===== config.mk =====
export PLATFORM = sky130hd
export DESIGN_NAME = multicycle_control
export DESIGN_NICKNAME = d
export VERILOG_FILES = /design/src/rtl/multicycle_control.sv
export SDC_FILE = /design/constraint.sdc
export NUM_CORES = 1
export LEC_CHECK = 0
export BUFFER_PORTS_ARGS = -buffer_cell sky130_fd_sc_hd__buf_2
export CORE_UTILIZATION = 26
export DETAILED_ROUTE_END_ITERATION = 6
export SLEW_MARGIN = 20
export SYNTH_ARGS = -nofsm -noshare
export SYNTH_HDL_FRONTEND = slang
export SYNTH_SLANG_ARGS = --single-unit

===== constraint.sdc =====
create_clock -name clk -period 2.4 [get_ports clk]
set_input_delay 0.48 -clock clk [delete_from_list [all_inputs] [get_ports clk]]
set_output_delay 0.48 -clock clk [all_outputs]
set_load 0.01 [all_outputs]

===== src/rtl/multicycle_control.sv =====
// multicycle_control: main sequencing FSM of the multicycle CPU; optional JAL support via MULTICYCLE_CONTROL_JAL_EN
module multicycle_control #(
  parameter int unsigned max_wait = 16
) (
  input  logic       clk,
  input  logic       reset,
  input  logic [5:0] opcode,
  input  logic [5:0] funct,
  input  logic       zero,
  input  logic       mem_ready,
  output logic       pc_we,
  output logic       ir_we,
  output logic       a_we,
  output logic       b_we,
  output logic       aluout_we,
  output logic       mdr_we,
  output logic       rf_we,
  output logic       mem_req,
  output logic       mem_we,
  output logic [1:0] alu_op,
  output logic       alu_src_a,
  output logic [1:0] alu_src_b,
  output logic [1:0] pc_src,
  output logic [1:0] rf_dst,
  output logic [1:0] rf_src,
  output logic [2:0] state,
  output logic       halted,
  output logic [1:0] fault_code
);
  localparam logic [2:0] S_FETCH  = 3'd0;
  localparam logic [2:0] S_DECODE = 3'd1;
  localparam logic [2:0] S_EXEC   = 3'd2;
  localparam logic [2:0] S_MEM    = 3'd3;
  localparam logic [2:0] S_WB     = 3'd4;
  localparam logic [2:0] S_HALT   = 3'd5;
  logic [2:0] r_state, w_next;
  logic [1:0] r_fault, w_fault;
  logic [7:0] r_wait;
  logic w_rtype, w_r_alu, w_jr, w_addi, w_lw, w_sw, w_beq, w_bne, w_j, w_jal, w_legal, w_wait_hit;
  logic w_pc_we, w_ir_we, w_a_we, w_b_we, w_aluout_we, w_mdr_we, w_rf_we, w_mem_req, w_mem_we;
  assign w_rtype = opcode == 6'h00;
  assign w_r_alu = w_rtype && (funct == 6'h20 || funct == 6'h22 || funct == 6'h2A);
  assign w_jr    = w_rtype && funct == 6'h08;
  assign w_addi  = opcode == 6'h08;
  assign w_lw    = opcode == 6'h23;
  assign w_sw    = opcode == 6'h2B;
  assign w_beq   = opcode == 6'h04;
  assign w_bne   = opcode == 6'h05;
  assign w_j     = opcode == 6'h02;
`ifdef MULTICYCLE_CONTROL_JAL_EN
  assign w_jal   = opcode == 6'h03;
`else
  assign w_jal   = 1'b0;
`endif
  assign w_legal = w_r_alu | w_jr | w_addi | w_lw | w_sw | w_beq | w_bne | w_j | w_jal;
  // this cycle would be the max_wait-th consecutive wait cycle
  assign w_wait_hit = (r_wait == 8'(max_wait - 1)) && !mem_ready;
  // next state, fault capture and datapath controls decoded from state and IR fields
  always_comb begin
    w_next = r_state;
    w_fault = r_fault;
    w_pc_we = 1'b0;
    w_ir_we = 1'b0;
    w_a_we = 1'b0;
    w_b_we = 1'b0;
    w_aluout_we = 1'b0;
    w_mdr_we = 1'b0;
    w_rf_we = 1'b0;
    w_mem_req = 1'b0;
    w_mem_we = 1'b0;
    alu_op = 2'd0;
    alu_src_a = 1'b0;
    alu_src_b = 2'd0;
    pc_src = 2'd0;
    rf_dst = 2'd0;
    rf_src = 2'd0;
    case (r_state)
      S_FETCH: begin
        w_mem_req = 1'b1;
        alu_src_b = 2'd1;
        if (mem_ready) begin
          w_ir_we = 1'b1;
          w_pc_we = 1'b1;
          w_next = S_DECODE;
        end else if (w_wait_hit) begin
          w_next = S_HALT;
          w_fault = 2'd2;
        end
      end
      S_DECODE: begin
        if (!w_legal) begin
          w_next = S_HALT;
          w_fault = 2'd1;
        end else begin
          w_a_we = 1'b1;
          w_b_we = 1'b1;
          w_aluout_we = 1'b1;
          alu_src_b = 2'd3;
          w_next = S_EXEC;
          if (w_j || w_jal) begin
            w_pc_we = 1'b1;
            pc_src = 2'd2;
            w_next = S_FETCH;
          end
          if (w_jal) begin
            w_rf_we = 1'b1;
            rf_dst = 2'd2;
            rf_src = 2'd2;
          end
        end
      end
      S_EXEC: begin
        w_next = S_FETCH;
        if (w_r_alu) begin
          alu_src_a = 1'b1;
          alu_op = funct == 6'h22 ? 2'd1 : funct == 6'h2A ? 2'd2 : 2'd0;
          w_aluout_we = 1'b1;
          w_next = S_WB;
        end else if (w_addi || w_lw || w_sw) begin
          alu_src_a = 1'b1;
          alu_src_b = 2'd2;
          w_aluout_we = 1'b1;
          w_next = w_addi ? S_WB : S_MEM;
        end else if (w_beq || w_bne) begin
          alu_src_a = 1'b1;
          alu_op = 2'd1;
          pc_src = 2'd1;
          w_pc_we = w_beq ? zero : !zero;
        end else if (w_jr) begin
          w_pc_we = 1'b1;
          pc_src = 2'd3;
        end
      end
      S_MEM: begin
        w_mem_req = 1'b1;
        w_mem_we = w_sw;
        if (mem_ready) begin
          w_mdr_we = w_lw;
          w_next = w_lw ? S_WB : S_FETCH;
        end else if (w_wait_hit) begin
          w_next = S_HALT;
          w_fault = 2'd2;
        end
      end
      S_WB: begin
        w_rf_we = 1'b1;
        rf_dst = w_r_alu ? 2'd1 : 2'd0;
        rf_src = w_lw ? 2'd1 : 2'd0;
        w_next = S_FETCH;
      end
      S_HALT: w_next = S_HALT;
      default: begin
        w_next = S_HALT;
        w_fault = 2'd1;
      end
    endcase
  end
  // state, sticky fault and memory wait counter
  always_ff @(posedge clk) begin
    if (reset) begin
      r_state <= S_FETCH;
      r_fault <= 2'd0;
      r_wait <= 8'd0;
    end else begin
      r_state <= w_next;
      r_fault <= w_fault;
      r_wait <= ((r_state == S_FETCH || r_state == S_MEM) && !mem_ready && w_next == r_state) ? r_wait + 8'd1 : 8'd0;
    end
  end
  assign pc_we = w_pc_we && !reset;
  assign ir_we = w_ir_we && !reset;
  assign a_we = w_a_we && !reset;
  assign b_we = w_b_we && !reset;
  assign aluout_we = w_aluout_we && !reset;
  assign mdr_we = w_mdr_we && !reset;
  assign rf_we = w_rf_we && !reset;
  assign mem_req = w_mem_req && !reset;
  assign mem_we = w_mem_we && !reset;
  assign state = r_state;
  assign halted = r_state == S_HALT;
  assign fault_code = r_fault;
endmodule


==> run metrics <==
status=complete, but fails checks; failing checks=setup timing; root buffer cell=clkbuf_8; drt first-iter violations=slightly below 90; die footprint=between 4000 and 5000 µm²; final hold vios=0; Register Area=260 µm²; FF+latch count, synth=13; sequential cell area fraction in the yosys report=approximately 23%; pre-CTS setup slack=-107 ps; element type at the critical path end=output pin; Placer Congestion=0.817; final core occ=between 40% and 50%; Max Freq=a little over 400 MHz; share of layout cells above drive strength 1=between 40% and 50%; first-pass GRT wire length=a little under 6 mm; synthesized area=between 1000 and 1500 µm²; Die Y=slightly below 70 µm; filler cell count=426; Detail Route Antenna Nets=0; Syn Area/Cell=approximately 7.6 µm²; # IOs=42; gr busiest metal=met2; Critical Path AT=~1900 ps; max_cap viols=0; die width=68.5 µm; DRC Markers=0; row count=23; most frequent cells in the layout=buf_2, buf_4, nor2_1, nand2_1, dfxtp_1; Detailed Place HPWL=2.70 mm; worst path required time=around 1900 ps; met1 Use GR=roughly 22%; unrepaired setup endpoints after global routing=yes; HP Class=reg -> reg; Setup CP Type=in -> out; M3 GR Usage=under 10%; grt ovf=0; diode count=0; clk_skew=1.98 ps; Worst setup SP type=input pin; TritonRoute pass-1 iters=4; Multi-input gate area=850 µm²; Setup-failing EPs final=1; Period minus WS final=between 2000 and 2500 ps; DR WL/cell=~13 µm; Post-Route WL=around 3.5 mm; final worst slack=-24.8 ps; count of input and output buffers=39; Clock Path Buffers=2; clock slew at reported path FFs=around 50 ps; pin count of the biggest net entering global routing=20; final worst path period share=101%; CP max FO=4; Clk Latency, worst-skew pair=approximately 240 ps; core region area=~4100 µm²; Post-synth EDFFs=0; Post-Syn Instances=approximately 150; Starting Density=between 20 and 30%; TritonCTS clock tree=built; Synth-to-Final Area Change=45.4%; grt met2 use=between 20% and 30%; Cell Pwr Density=382 nW/µm²; Synth cell types=48; number of global-route vias before repair=approximately 1300; VDD IR max=between 0.0001 and 0.00015 V; initial antenna violation count=0; Inserted Clock Buffers=3; fin. max-slew vios=0; Via Count=~1300; H-Tree Depth=1; Layout Nets=between 200 and 250; clk sinks=13; All-Layer GR Usage=roughly 16%; CTS Hold Buffers Added=0; Ys Warns=0; Lkg Pwr=0.747 nW; Post-synth ARST share=0%; most common cell after layout, fill and taps aside=buf_2; ys flop type=dfxtp_1; DR vias/cell=~5
## flip-flops by register name (all words and copies together) (netlist names)
name,flops
fault_code,2
r_wait,8
state,3
## stage by stage
stage               cells  hold slack [ps]  instance area (µm²)  setup TNS, ps  total power, mW
floorplan             153              422                 1150              0            0.349
global placement      252              445                 1510           -159            0.424
detailed placement    252              440                 1510           -346            0.425
CTS                   263              448                 1640          -40.3            0.638
global route          264              466                 1670           -213            0.678
finish                264              444                 1670          -24.8            0.638
## final timing paths
path | start | endpoint | slack [ps] | cells past startpoint
worst max-delay path | opcode[3] | pc_we | -20 | 7
worst min-delay path | r_wait[0] | r_wait[0] | 440 | 1
worst max register to register | state[2] | fault_code[1] | 520 | 7
worst min register to register | r_wait[0] | r_wait[0] | 440 | 1
## kinds of logic (layout without fill, tap and decap cells)
| kind of cell | count (synthesis) | after routing | synth area share [%] |
|---|---|---|---|
| adder cells (fa/ha/maj) | 1 | 1 | 1.09 |
| AO/OA/AOI/OAI | 29 | 29 | 18.7 |
| flip-flops | 13 | 13 | 22.7 |
| multiplexers | 2 | 2 | 1.85 |
| buffers and inverters | 15 | 76 | 6.64 |
| AND/OR/NAND/NOR | 82 | 82 | 41.8 |
| other | 1 | 2 | 0.326 |
| XOR/XNOR | 9 | 9 | 6.86 |
## metal layers
metal	wire [µm]	vias up	share of wire, %
met5	0	-	0
met4	60	0	1.7
met3	228	9	6.6
met2	1600	48	46
met1	1560	611	45
li1	-	677	-
## cell type report
class | instances | area share (%)
Timing Repair Buffer | 68 | 26.2
Sequential cell | 13 | 15.6
Clock buffer | 4 | 2.70
Multi-Input combinational cell | 125 | 50.9
Tap cell | 50 | 3.75
Inverter | 4 | 0.899
## cell usage after synthesis (2+ instances only)
| cell | count | area, µm² |
|---|---|---|
| a41oi_1 | 2 | 17.5 |
| inv_1 | 4 | 15.0 |
| nor3_2 | 2 | 20.0 |
| o211ai_2 | 2 | 25.0 |
| nor4_1 | 3 | 18.8 |
| nand3_1 | 12 | 60.1 |
| buf_2 | 4 | 20.0 |
| nor3b_1 | 2 | 15.0 |
| xnor2_1 | 3 | 26.3 |
| a21oi_1 | 6 | 30.0 |
| a31oi_1 | 3 | 18.8 |
| a22oi_1 | 2 | 15.0 |
| and3_1 | 7 | 43.8 |
| xor2_1 | 6 | 52.6 |
| and2_1 | 2 | 12.5 |
| nand2b_1 | 2 | 12.5 |
| nor2_1 | 14 | 52.6 |
| nor2b_1 | 2 | 12.5 |
| buf_4 | 4 | 30.0 |
| clkbuf_1 | 3 | 11.3 |
| nand2_1 | 13 | 48.8 |
| nor3_1 | 11 | 55.1 |
| o21ai_0 | 3 | 15.0 |
| dfxtp_1 | 13 | 260 |
| or3_1 | 2 | 12.5 |
| o21ai_1 | 3 | 15.0 |
## worst max-delay path, stage by stage
cell and delay, ps:
buf_6 100, or4b_4 530, nand2b_4 160, o31a_1 120
o32a_1 300, nor3_2 100, buf_2 150
## timing repair
item,4_1_cts,5_1_grt
gates resized for setup,8,8
endpoints found under the setup margin,6,8
pin swaps,7,6
setup buffers,7,1
## power breakdown
part / switching [mW] / internal (mW)
logic: 0.116 / 0.0976
registers: 0.00592 / 0.227
clock network: 0.0748 / 0.117
No activity file was read; power rests on OpenSTA's default activity.
